===== src/rtl/fsk_pkg.sv =====
// Shared definitions for the framed FSK transmitter.
//   - fsk_state_e : framing FSM state encoding
//   - tone_sel_e  : tone selector driven into the tone generator
//   - DEF_*       : default parameter values for fsk_framed_tx
package fsk_pkg;

  typedef enum logic [1:0] {
    StIdle,
    StStart,
    StData,
    StStop
  } fsk_state_e;

  typedef enum logic [1:0] {
    TONE_OFF   = 2'd0,
    TONE_MARK  = 2'd1,
    TONE_SPACE = 2'd2
  } tone_sel_e;

  localparam int unsigned DEF_DATA_W     = 8;
  localparam int unsigned DEF_BIT_CYCLES = 26042;
  localparam int unsigned DEF_MARK_DIV   = 96;
  localparam int unsigned DEF_SPACE_DIV  = 104;
  localparam bit          DEF_FRAMED     = 1'b1;
  localparam bit          DEF_MSB_FIRST  = 1'b0;
  localparam bit          DEF_IDLE_TONE  = 1'b0;

endpackage


===== src/rtl/fsk_tone_gen.sv =====
// Phase-continuous FSK square-wave generator.
// Ports:
//   clk, rstn  : clock, synchronous active-low reset
//   tone_sel   : tone to emit on the NEXT cycle (lets tone_out change on the same
//                edge as the registered mark/space enables in the parent)
//   mark_div   : mark half-period in clk cycles (>= 1)
//   space_div  : space half-period in clk cycles (>= 1)
//   tone_out   : registered square wave, 0 while the tone is off
module fsk_tone_gen
  import fsk_pkg::*;
#(
  parameter int unsigned DIV_W = 8
) (
  input  logic             clk,
  input  logic             rstn,
  input  tone_sel_e        tone_sel,
  input  logic [DIV_W-1:0] mark_div,
  input  logic [DIV_W-1:0] space_div,
  output logic             tone_out
);

  tone_sel_e        sel_q, sel_d;
  logic [DIV_W-1:0] cnt_q, cnt_d;
  logic             tone_q, tone_d;
  logic [DIV_W-1:0] div;

  always_comb begin
    sel_d  = tone_sel;
    cnt_d  = cnt_q;
    tone_d = tone_q;
    div    = (sel_q == TONE_SPACE) ? space_div : mark_div;

    if (tone_sel == TONE_OFF) begin
      cnt_d  = '0;
      tone_d = 1'b0;
    end else if (tone_sel != sel_q) begin
      // Tone change: restart the half period but keep the level, so the
      // phase in progress is stretched rather than cut short.
      cnt_d  = '0;
      tone_d = tone_q;
    end else if (cnt_q == div - 1'b1) begin
      cnt_d  = '0;
      tone_d = ~tone_q;
    end else begin
      cnt_d  = cnt_q + 1'b1;
    end
  end

  always_ff @(posedge clk) begin
    if (!rstn) begin
      sel_q  <= TONE_OFF;
      cnt_q  <= '0;
      tone_q <= 1'b0;
    end else begin
      sel_q  <= sel_d;
      cnt_q  <= cnt_d;
      tone_q <= tone_d;
    end
  end

  assign tone_out = tone_q;

endmodule


===== src/rtl/fsk_framed_tx.sv =====
// Framed FSK transmitter: accepts a DATA_W-bit word on valid_in & ready and sends it
// as optional start bit (space), data bits (1 = mark, 0 = space) and optional stop
// bit (mark), each bit lasting BIT_CYCLES clocks.
// Ports:
//   clk, rstn   : clock, synchronous active-low reset
//   data_in     : payload, sampled only on acceptance
//   valid_in    : payload valid (ignored while busy)
//   ready       : can accept a frame
//   tone_out    : FSK square wave
//   mark_en     : current bit is mark
//   space_en    : current bit is space
//   busy        : frame in progress
//   bit_strobe  : one-cycle pulse on the first cycle of each bit
module fsk_framed_tx
  import fsk_pkg::*;
#(
  parameter int unsigned DATA_W     = DEF_DATA_W,
  parameter int unsigned BIT_CYCLES = DEF_BIT_CYCLES,
  parameter int unsigned MARK_DIV   = DEF_MARK_DIV,
  parameter int unsigned SPACE_DIV  = DEF_SPACE_DIV,
  parameter bit          FRAMED     = DEF_FRAMED,
  parameter bit          MSB_FIRST  = DEF_MSB_FIRST,
  parameter bit          IDLE_TONE  = DEF_IDLE_TONE
) (
  input  logic              clk,
  input  logic              rstn,
  input  logic [DATA_W-1:0] data_in,
  input  logic              valid_in,
  output logic              ready,
  output logic              tone_out,
  output logic              mark_en,
  output logic              space_en,
  output logic              busy,
  output logic              bit_strobe
);

  if (BIT_CYCLES < 2) begin : gen_bad_bit_cycles
    $error("fsk_framed_tx: BIT_CYCLES must be >= 2");
  end
  if (MARK_DIV < 1) begin : gen_bad_mark_div
    $error("fsk_framed_tx: MARK_DIV must be >= 1");
  end
  if (SPACE_DIV < 1) begin : gen_bad_space_div
    $error("fsk_framed_tx: SPACE_DIV must be >= 1");
  end
  if (DATA_W < 1) begin : gen_bad_data_w
    $error("fsk_framed_tx: DATA_W must be >= 1");
  end

  localparam int unsigned CYC_W   = $clog2(BIT_CYCLES);
  localparam int unsigned BCNT_W  = $clog2(DATA_W + 3);
  localparam int unsigned MAX_DIV = (MARK_DIV > SPACE_DIV) ? MARK_DIV : SPACE_DIV;
  localparam int unsigned DIV_W   = $clog2(MAX_DIV + 1);

  localparam logic [CYC_W-1:0]  CYC_LAST  = CYC_W'(BIT_CYCLES - 1);
  localparam logic [BCNT_W-1:0] BCNT_LAST = BCNT_W'(DATA_W - 1);

  fsk_state_e        state_q, state_d;
  logic [CYC_W-1:0]  cyc_q, cyc_d;
  logic [BCNT_W-1:0] bcnt_q, bcnt_d;
  logic [DATA_W-1:0] shreg_q, shreg_d;
  logic              strobe_q, strobe_d;
  logic              mark_q, mark_d;
  logic              space_q, space_d;
  logic              ready_q, ready_d;
  logic              busy_q, busy_d;
  logic              head_d;
  tone_sel_e         tone_sel_d;

  // Framing FSM: next state, counters and shift register.
  always_comb begin
    state_d  = state_q;
    cyc_d    = cyc_q;
    bcnt_d   = bcnt_q;
    shreg_d  = shreg_q;
    strobe_d = 1'b0;

    if (state_q == StIdle) begin
      if (valid_in && ready_q) begin
        state_d  = FRAMED ? StStart : StData;
        cyc_d    = '0;
        bcnt_d   = '0;
        shreg_d  = data_in;
        strobe_d = 1'b1;
      end
    end else if (cyc_q != CYC_LAST) begin
      cyc_d = cyc_q + 1'b1;
    end else begin
      cyc_d    = '0;
      strobe_d = 1'b1;
      unique case (state_q)
        StStart: state_d = StData;
        StData: begin
          if (bcnt_q == BCNT_LAST) begin
            state_d  = FRAMED ? StStop : StIdle;
            strobe_d = FRAMED;
          end else begin
            bcnt_d  = bcnt_q + 1'b1;
            shreg_d = MSB_FIRST ? (shreg_q << 1) : (shreg_q >> 1);
          end
        end
        StStop: begin
          state_d  = StIdle;
          strobe_d = 1'b0;
        end
        default: state_d = StIdle;
      endcase
    end
  end

  // Registered outputs are computed from the next state so they line up with it.
  always_comb begin
    head_d  = MSB_FIRST ? shreg_d[DATA_W-1] : shreg_d[0];
    mark_d  = 1'b0;
    space_d = 1'b0;
    unique case (state_d)
      StIdle:  mark_d  = IDLE_TONE;
      StStart: space_d = 1'b1;
      StData: begin
        mark_d  = head_d;
        space_d = ~head_d;
      end
      StStop:  mark_d  = 1'b1;
    endcase
    ready_d = (state_d == StIdle);
    busy_d  = (state_d != StIdle);

    if (mark_d) begin
      tone_sel_d = TONE_MARK;
    end else if (space_d) begin
      tone_sel_d = TONE_SPACE;
    end else begin
      tone_sel_d = TONE_OFF;
    end
  end

  always_ff @(posedge clk) begin
    if (!rstn) begin
      state_q  <= StIdle;
      cyc_q    <= '0;
      bcnt_q   <= '0;
      shreg_q  <= '0;
      strobe_q <= 1'b0;
      mark_q   <= 1'b0;
      space_q  <= 1'b0;
      ready_q  <= 1'b0;
      busy_q   <= 1'b0;
    end else begin
      state_q  <= state_d;
      cyc_q    <= cyc_d;
      bcnt_q   <= bcnt_d;
      shreg_q  <= shreg_d;
      strobe_q <= strobe_d;
      mark_q   <= mark_d;
      space_q  <= space_d;
      ready_q  <= ready_d;
      busy_q   <= busy_d;
    end
  end

  // While rstn is low the generator is held in reset, so the selector is don't-care.
  fsk_tone_gen #(
    .DIV_W (DIV_W)
  ) u_tone_gen (
    .clk       (clk),
    .rstn      (rstn),
    .tone_sel  (tone_sel_d),
    .mark_div  (DIV_W'(MARK_DIV)),
    .space_div (DIV_W'(SPACE_DIV)),
    .tone_out  (tone_out)
  );

  assign ready      = ready_q;
  assign busy       = busy_q;
  assign bit_strobe = strobe_q;
  assign mark_en    = mark_q;
  assign space_en   = space_q;

endmodule


===== config.mk =====
export PLATFORM = sky130hd
export DESIGN_NAME = fsk_framed_tx
export DESIGN_NICKNAME = d
export VERILOG_FILES = /design/src/rtl/fsk_pkg.sv /design/src/rtl/fsk_tone_gen.sv /design/src/rtl/fsk_framed_tx.sv
export SDC_FILE = /design/constraint.sdc
export NUM_CORES = 1
export LEC_CHECK = 0
export BUFFER_PORTS_ARGS = -buffer_cell sky130_fd_sc_hd__buf_4
export CORE_ASPECT_RATIO = 1.25
export CORE_MARGIN = 1.5
export CORE_UTILIZATION = 35
export CTS_CLUSTER_SIZE = 40
export DETAILED_ROUTE_END_ITERATION = 12
export MAX_ROUTING_LAYER = met4
export PLACE_DENSITY = 0.65
export REMOVE_ABC_BUFFERS = 1
export SLEW_MARGIN = 20
export SYNTH_ARGS = -nofsm -noshare
export SYNTH_HDL_FRONTEND = slang
export SYNTH_SLANG_ARGS = --single-unit

===== constraint.sdc =====
create_clock -name clk -period 3.34 [get_ports clk]
set_input_delay 0.334 -clock clk [delete_from_list [all_inputs] [get_ports clk]]
set_output_delay 0.334 -clock clk [all_outputs]
set_load 0.03 [all_outputs]

==> results.toml, run 1 <==
[yosys]
synth_cells = 257
async_flop_share_pct = 0
synth.top_cell.area_share_pct = 40.2
synthesis.area_sq_um = 2140
synth_area_per_cell_sq_um = 8.33
synth-edff-count = 0
yosysTopAreaCell = "dfxtp_1"
yosys-top-cells-count = "dfxtp_1, nor2_1, nand2_1"
yosysUniqueCellTypes = 48
synth_seq_area_share_pct = 40.2
ys_ff_latch = 43
ys_warn_count = 0
synthFlopType = "dfxtp_1"
ys_top_cells_by_area = "dfxtp_1, nor2_1, ha_1"

[worst_hold_path]
hp-start = "data_in[7]"
holdCritPathClass = "in -> reg"
whs_path_depth = 3
hold_end = "shreg_q[7]"

[setup_path]
critPathBufInv = 1
crit_path_top_delay_cell = "or4b_4"
start_kind = "flop"
crit_type = "reg -> reg"
r2r-start = "cyc_q[6]"
critPathMaxStageDelay_ps = 540
cp.arrival_ps = 3290
r2r_cells = 12
timing.rr.end = "u_tone_gen.tone_out"
crit_fanout = 6
required_ps = 3520
path_cells = "or4b_4 > nor4_4 > nand2b_1 > nor2_1 > o32a_1 > inv_1 > ha_1 > nor2b_1 > a41oi_2 > nor4_1 > a211oi_1 > mux2_1"
critPathTopFamily = "simple AND/OR/NAND/NOR gates"
end_kind = "flop"
rrSetupSlack_ps = 230

[drt]
drcViolationCount = 0
vias = 1831
drt-wirelength-per-cell_microns = 12.6
viasPerCell = 5.11
drt_iter0_drc = 99
totalWireLength_mm = 4.52
firstDrtPassIters = 4
drtAntennaViolNets = 0

[timing]
tightest_slew_ps = 639
drv_slew = 0
fmax_ghz = 0.321
rsz0062_at_grt = "no"
period_share_pct = 93.2
worst_slack_ps = 228
min_period_ps = 3110
slew_headroom_pct = 57.2
finalHoldViolCount = 0
tns_ps = 0
finalSetupViolations = 0
clock_skew_ps = 8.13

[pwr]
pwr-share-seq_pct = 56.3
power_frac_comb_pct = 11.1
vdd_drop_max_mv = 0.284
powerDensity_nw_per_um2 = 384
leakage_nw = 0.938
clkPwrFrac_pct = 32.6
internal_power_mw = 0.705
switching_share_pct = 25.3
power.switching_mw = 0.238

[clock_network]
cts.reportedPaths.clkPinSlew_ps = 80
cts_root_buf = "clkbuf_8"
insertion_delay_ps = 290
numClockSinks = 43
cts_buffers = 5
cts_tree = "yes"
cts_buffer_depth = 2
hold_buffers = 0
h-tree-depth = 2

[floorplanning]
die_w_microns = 73.0
pin_count = 17
design.core.area_sq_um = 5860
rows = 31
dieArea_sq_um = 6600
initial_utilization_pct = 36.6
die_y_microns = 90.4

[run]
maxCapViolations = 0

[place]
place.gp.congestion = 0.849
io_buffers = 16
dp_slack_ps = 64.9
dp_hpwl_mm = 3.18

[global_route]
grt_pass1_wl_mm = 7.85
grt_max_degree = 34
grt_pass1_vias = 1724
grtUsageTotal_pct = 15.3
grt_antenna_before_repair = 0
gr-total-overflow = 0

[finish]
nNetsFinal = 299
synthToLayoutAreaGrowth_pct = 14.7
antenna_cells = 0
drive_gt1_share_pct = 13.8

[run_status]
status = "completed"
[placed cells by master (no fill, tap or decap), drive strengths merged, types with 2 or more instances in the layout]
| cell type | netlist | routed |
|---|---|---|
| nand4 | 3 | 3 |
| a21o | 2 | 2 |
| a21oi | 19 | 19 |
| ha | 11 | 11 |
| o21ai | 10 | 10 |
| nor3 | 5 | 5 |
| nor4 | 5 | 5 |
| o21a | 2 | 2 |
| clkbuf | 8 | 6 |
| nand4b | 2 | 2 |
| nor2 | 43 | 43 |
| dfxtp | 43 | 43 |
| buf | 1 | 22 |
| and3 | 7 | 7 |
| mux2 | 2 | 2 |
| xor2 | 5 | 5 |
| a311oi | 2 | 2 |
| a31oi | 3 | 3 |
| nand3 | 10 | 10 |
| a22oi | 7 | 7 |
| nor2b | 3 | 3 |
| nand2b | 5 | 5 |
| a41oi | 3 | 3 |
| and2 | 3 | 3 |
| nor3b | 4 | 4 |
| nand2 | 22 | 22 |
| a211oi | 2 | 2 |
| xnor2 | 2 | 2 |
| inv | 8 | 8 |
[worst max path at each step]
stage               startpoint                  end  slack (ps)  cells after the start
floorplan             cyc_q[9]  u_tone_gen.tone_out         160                     12
global placement      cyc_q[6]  u_tone_gen.tone_out         150                     12
detailed placement    cyc_q[6]  u_tone_gen.tone_out          60                     12
CTS                   cyc_q[6]  u_tone_gen.tone_out          50                     12
global route          cyc_q[0]  u_tone_gen.tone_out          10                     13
finish                cyc_q[6]  u_tone_gen.tone_out         230                     12
[layer usage]
layer | vias up | wire length (microns) | global-route usage [%]
met5 | - | 0 | -
met4 | 0 | 65 | 4.87
met2 | 30 | 2280 | 24.6
met3 | 5 | 123 | 3.13
li1 | 954 | - | -
met1 | 842 | 2050 | 19.1
[power by group through the flow]
stage	logic [mW]	clock network [mW]	registers [mW]
global placement	0.102	0	0.543
finish	0.105	0.307	0.531
floorplan	0.0600	0	0.548
global route	0.117	0.339	0.533
CTS	0.103	0.319	0.531
detailed placement	0.103	0	0.543
[stage by stage]
step	hold WS [ps]	power (mW)	utilization [%]	area, sq um	instances
floorplan	418	0.608	-	2110	248
global placement	428	0.645	40.4	2370	351
detailed placement	445	0.646	40.4	2370	351
CTS	284	0.953	41.6	2440	357
global route	293	0.989	41.9	2450	358
finish	292	0.943	41.9	2450	358
[sequential cells by signal (all words and copies together), names as in the netlist, 2 cells and up]
name,count
cyc_q,15
state_q,2
u_tone_gen.sel_q,2
bcnt_q,4
u_tone_gen.cnt_q,7
shreg_q,8
[what timing repair did]
action,in CTS,in global routing
gates resized for setup,0,6
setup buffers,0,1
endpoints found under the setup margin,0,6
[cell type report]
type                            instances  area [sq um]
Multi-Input combinational cell        197          1220
Fill cell                             605          3400
Clock buffer                            6          72.6
Sequential cell                        43           866
Tap cell                               82           103
Timing Repair Buffer                   22           165
Inverter                                8          30.0
[worst min-delay path, stage by stage]
cell and delay, ps:
buf_4 80, a2bb2oi_1 50, nor2_1 80
[kinds of logic after synthesis]
logic type      Yosys count  synth area share, %
simple gates            117                 27.4
compound gates           59                 18.5
flops                    43                 40.2
buf+inv                  17                 3.04
fa+ha+maj                11                 6.43
xor+xnor                  7                 2.86
mux                       3                 1.52
(Power assumes the default switching activity.)
==> run 2: changes to the inputs <==
--- a/config.mk
+++ b/config.mk
@@ -5,12 +5,13 @@
 export SDC_FILE = /design/constraint.sdc
 export NUM_CORES = 1
 export LEC_CHECK = 0
-export BUFFER_PORTS_ARGS = -buffer_cell sky130_fd_sc_hd__buf_4
+export BUFFER_PORTS_ARGS = -buffer_cell sky130_fd_sc_hd__buf_2
 export CORE_ASPECT_RATIO = 1.25
 export CORE_MARGIN = 1.5
 export CORE_UTILIZATION = 35
 export CTS_CLUSTER_SIZE = 40
 export DETAILED_ROUTE_END_ITERATION = 12
+export GPL_TIMING_DRIVEN = 0
 export MAX_ROUTING_LAYER = met4
 export PLACE_DENSITY = 0.65
 export REMOVE_ABC_BUFFERS = 1
==> run 2 against run 1 <==
Net effect: non-clock buffer count down 2; register-to-register slack worse by 120 ps; clock-buffer cell count unchanged; routed wire length decreased by 2.8%; setup slack lost 120 ps; critical path depth fell by 1; hold slack got worse by 6.7 ps; power increased by 11%; clock power grew 38%; cell count is the same; sequential share of layout area down 0.069 points.
==> results.toml, run 2 (same netlist as run 1, synthesis figures left out) <==
[run_status]
status = "completed"

[setup_path]
crit_cells = 11
crit_path_top_delay_cell = "or4b_4"
critPathTopFamily = "simple AND/OR/NAND/NOR gates"
timing.rr.end = "u_tone_gen.tone_out"
required_ps = 3530
crit_fanout = 5
critPathMaxStageDelay_ps = 540
critPathBufInv = 1
end_kind = "flop"
r2r_cells = 11
crit_type = "reg -> reg"
cp.arrival_ps = 3420
rrSetupSlack_ps = 110
path_cells = "or4b_4 > nor4_4 > nand2b_1 > buf_4 > o32a_1 > ha_2 > a311o_1 > o21a_1 > nor4_1 > a211oi_1 > mux2_1"
start_kind = "flop"
r2r-start = "cyc_q[6]"

[timing]
slew_headroom_pct = 31.9
fmax_ghz = 0.310
hold_ws_ps = 285
rsz0062_at_grt = "yes"
period_share_pct = 96.7
tns_ps = 0
finalSetupViolations = 0
tightest_slew_ps = 1020
clock_skew_ps = 9.28
finalHoldViolCount = 0
worst_slack_ps = 111
drv_slew = 0
min_period_ps = 3230

[pwr]
power_frac_comb_pct = 8.9
power.switching_mw = 0.250
leakage_nw = 0.939
powerDensity_nw_per_um2 = 426
switching_share_pct = 23.8
clkPwrFrac_pct = 40.4
p_total_mw = 1.05
vdd_drop_max_mv = 0.236
pwr-share-seq_pct = 50.7
internal_power_mw = 0.798

[clock_network]
cts_buffer_depth = 2
cts_buffers = 5
cts_tree = "yes"
cts.reportedPaths.clkPinSlew_ps = 80
h-tree-depth = 2
insertion_delay_ps = 300
hold_buffers = 0
cts_root_buf = "clkbuf_8"
numClockSinks = 43

[floorplanning]
die_y_microns = 90.4
dieArea_sq_um = 6600
initial_utilization_pct = 36.6
pin_count = 17
die_w_microns = 73.0
design.core.area_sq_um = 5860
rows = 31

[place]
placed_cells = 346
dp_hpwl_mm = 3.11
io_buffers = 16
place_area_sq_um = 2290
dp_slack_ps = -191
place.gp.congestion = 0.805

[global_route]
grt_max_degree = 34
grtUsageTotal_pct = 14.3
grt_pass1_vias = 1697
grt_pass1_wl_mm = 7.41
grt_antenna_before_repair = 0
gr-total-overflow = 0

[drt]
drcViolationCount = 0
viasPerCell = 5.18
drt-wirelength-per-cell_microns = 12.3
vias = 1853
drtAntennaViolNets = 0
drt_iter0_drc = 83
firstDrtPassIters = 4
totalWireLength_mm = 4.39

[worst_hold_path]
whs_path_depth = 3
hold_end = "shreg_q[7]"
hp-start = "data_in[7]"
holdCritPathClass = "in -> reg"

[finish]
antenna_cells = 0
nFillCells = 627
reg_top3 = "cyc_q: 15 flops, shreg_q: 8 flops, u_tone_gen.cnt_q: 7 flops"
mostFrequentLayoutCells = "nor2_1, dfxtp_1, nand2_1"
drive_gt1_share_pct = 14.9
nNetsFinal = 297
synthToLayoutAreaGrowth_pct = 14.7
mostFrequentLayoutCell = "nor2_1"
fin_area_sq_um = 2460
finalNonFillerCells = 358
regMostFlops = "cyc_q"
largest_register_ffs = 15
postLayoutCoreUtil_pct = 41.9

[run]
maxCapViolations = 0
-- run 2: cell types whose count changed in the layout (fill, tap and decap cells not counted), sizes merged --
cell / delta
buf: -2
bufinv: +1
clkinv: +1
-- run 2: repair_timing --
item                                    4_1_cts  5_1_grt
endpoints found under the setup margin        8        3
setup buffers                                 1        3
gates resized for setup                       0        8
pin swaps                                     1        6
-- run 2: worst max path at each step --
stage,to,slack [ps],from
floorplan,u_tone_gen.tone_out,160,cyc_q[9]
global placement,u_tone_gen.tone_out,-160,cyc_q[9]
detailed placement,u_tone_gen.tone_out,-190,cyc_q[9]
CTS,u_tone_gen.tone_out,70,cyc_q[9]
global route,u_tone_gen.tone_out,-40,cyc_q[6]
finish,u_tone_gen.tone_out,110,cyc_q[6]
-- run 2: power groups by stage --
stage          Sequential, mW  Combinational, mW  Clock (mW)
4_1_cts                 0.531             0.0939       0.435
3_5_place_dp            0.543             0.0935           0
2_1_floorplan           0.548             0.0600           0
6_report                0.531             0.0934       0.423
5_1_grt                 0.533              0.106       0.455
3_3_place_gp            0.543             0.0926           0
-- run 2: final cells by class --
cell class                 instances  area (sq um)  area share [%]
sequential                        43           865            35.2
clock buffer                       6          82.6            3.36
multi-input combinational        197          1230            50.1
inverter                           8          30.0            1.22
clock inverter                     2          35.0            1.43
timing repair buffer              20           110            4.48
tap                               82           103            4.18
-- run 2: layer usage --
layer | wire, microns | GRT usage (%) | share of wire [%] | vias up
met3 | 91 | 3.13 | 2.1 | 8
met1 | 2040 | 16.5 | 46 | 886
met5 | 0 | - | 0 | -
met2 | 2190 | 23.9 | 50 | 12
met4 | 69 | 5.19 | 1.6 | 0
li1 | - | - | - | 947
-- run 2: worst reg2reg max path: cells and delay by family (launching register included) --
kind / cells / cell delay, ps
compound gates: 4 / 850
flops: 1 / 350
buf+inv: 1 / 170
mux: 1 / 320
fa+ha+maj: 1 / 210
simple gates: 4 / 1220
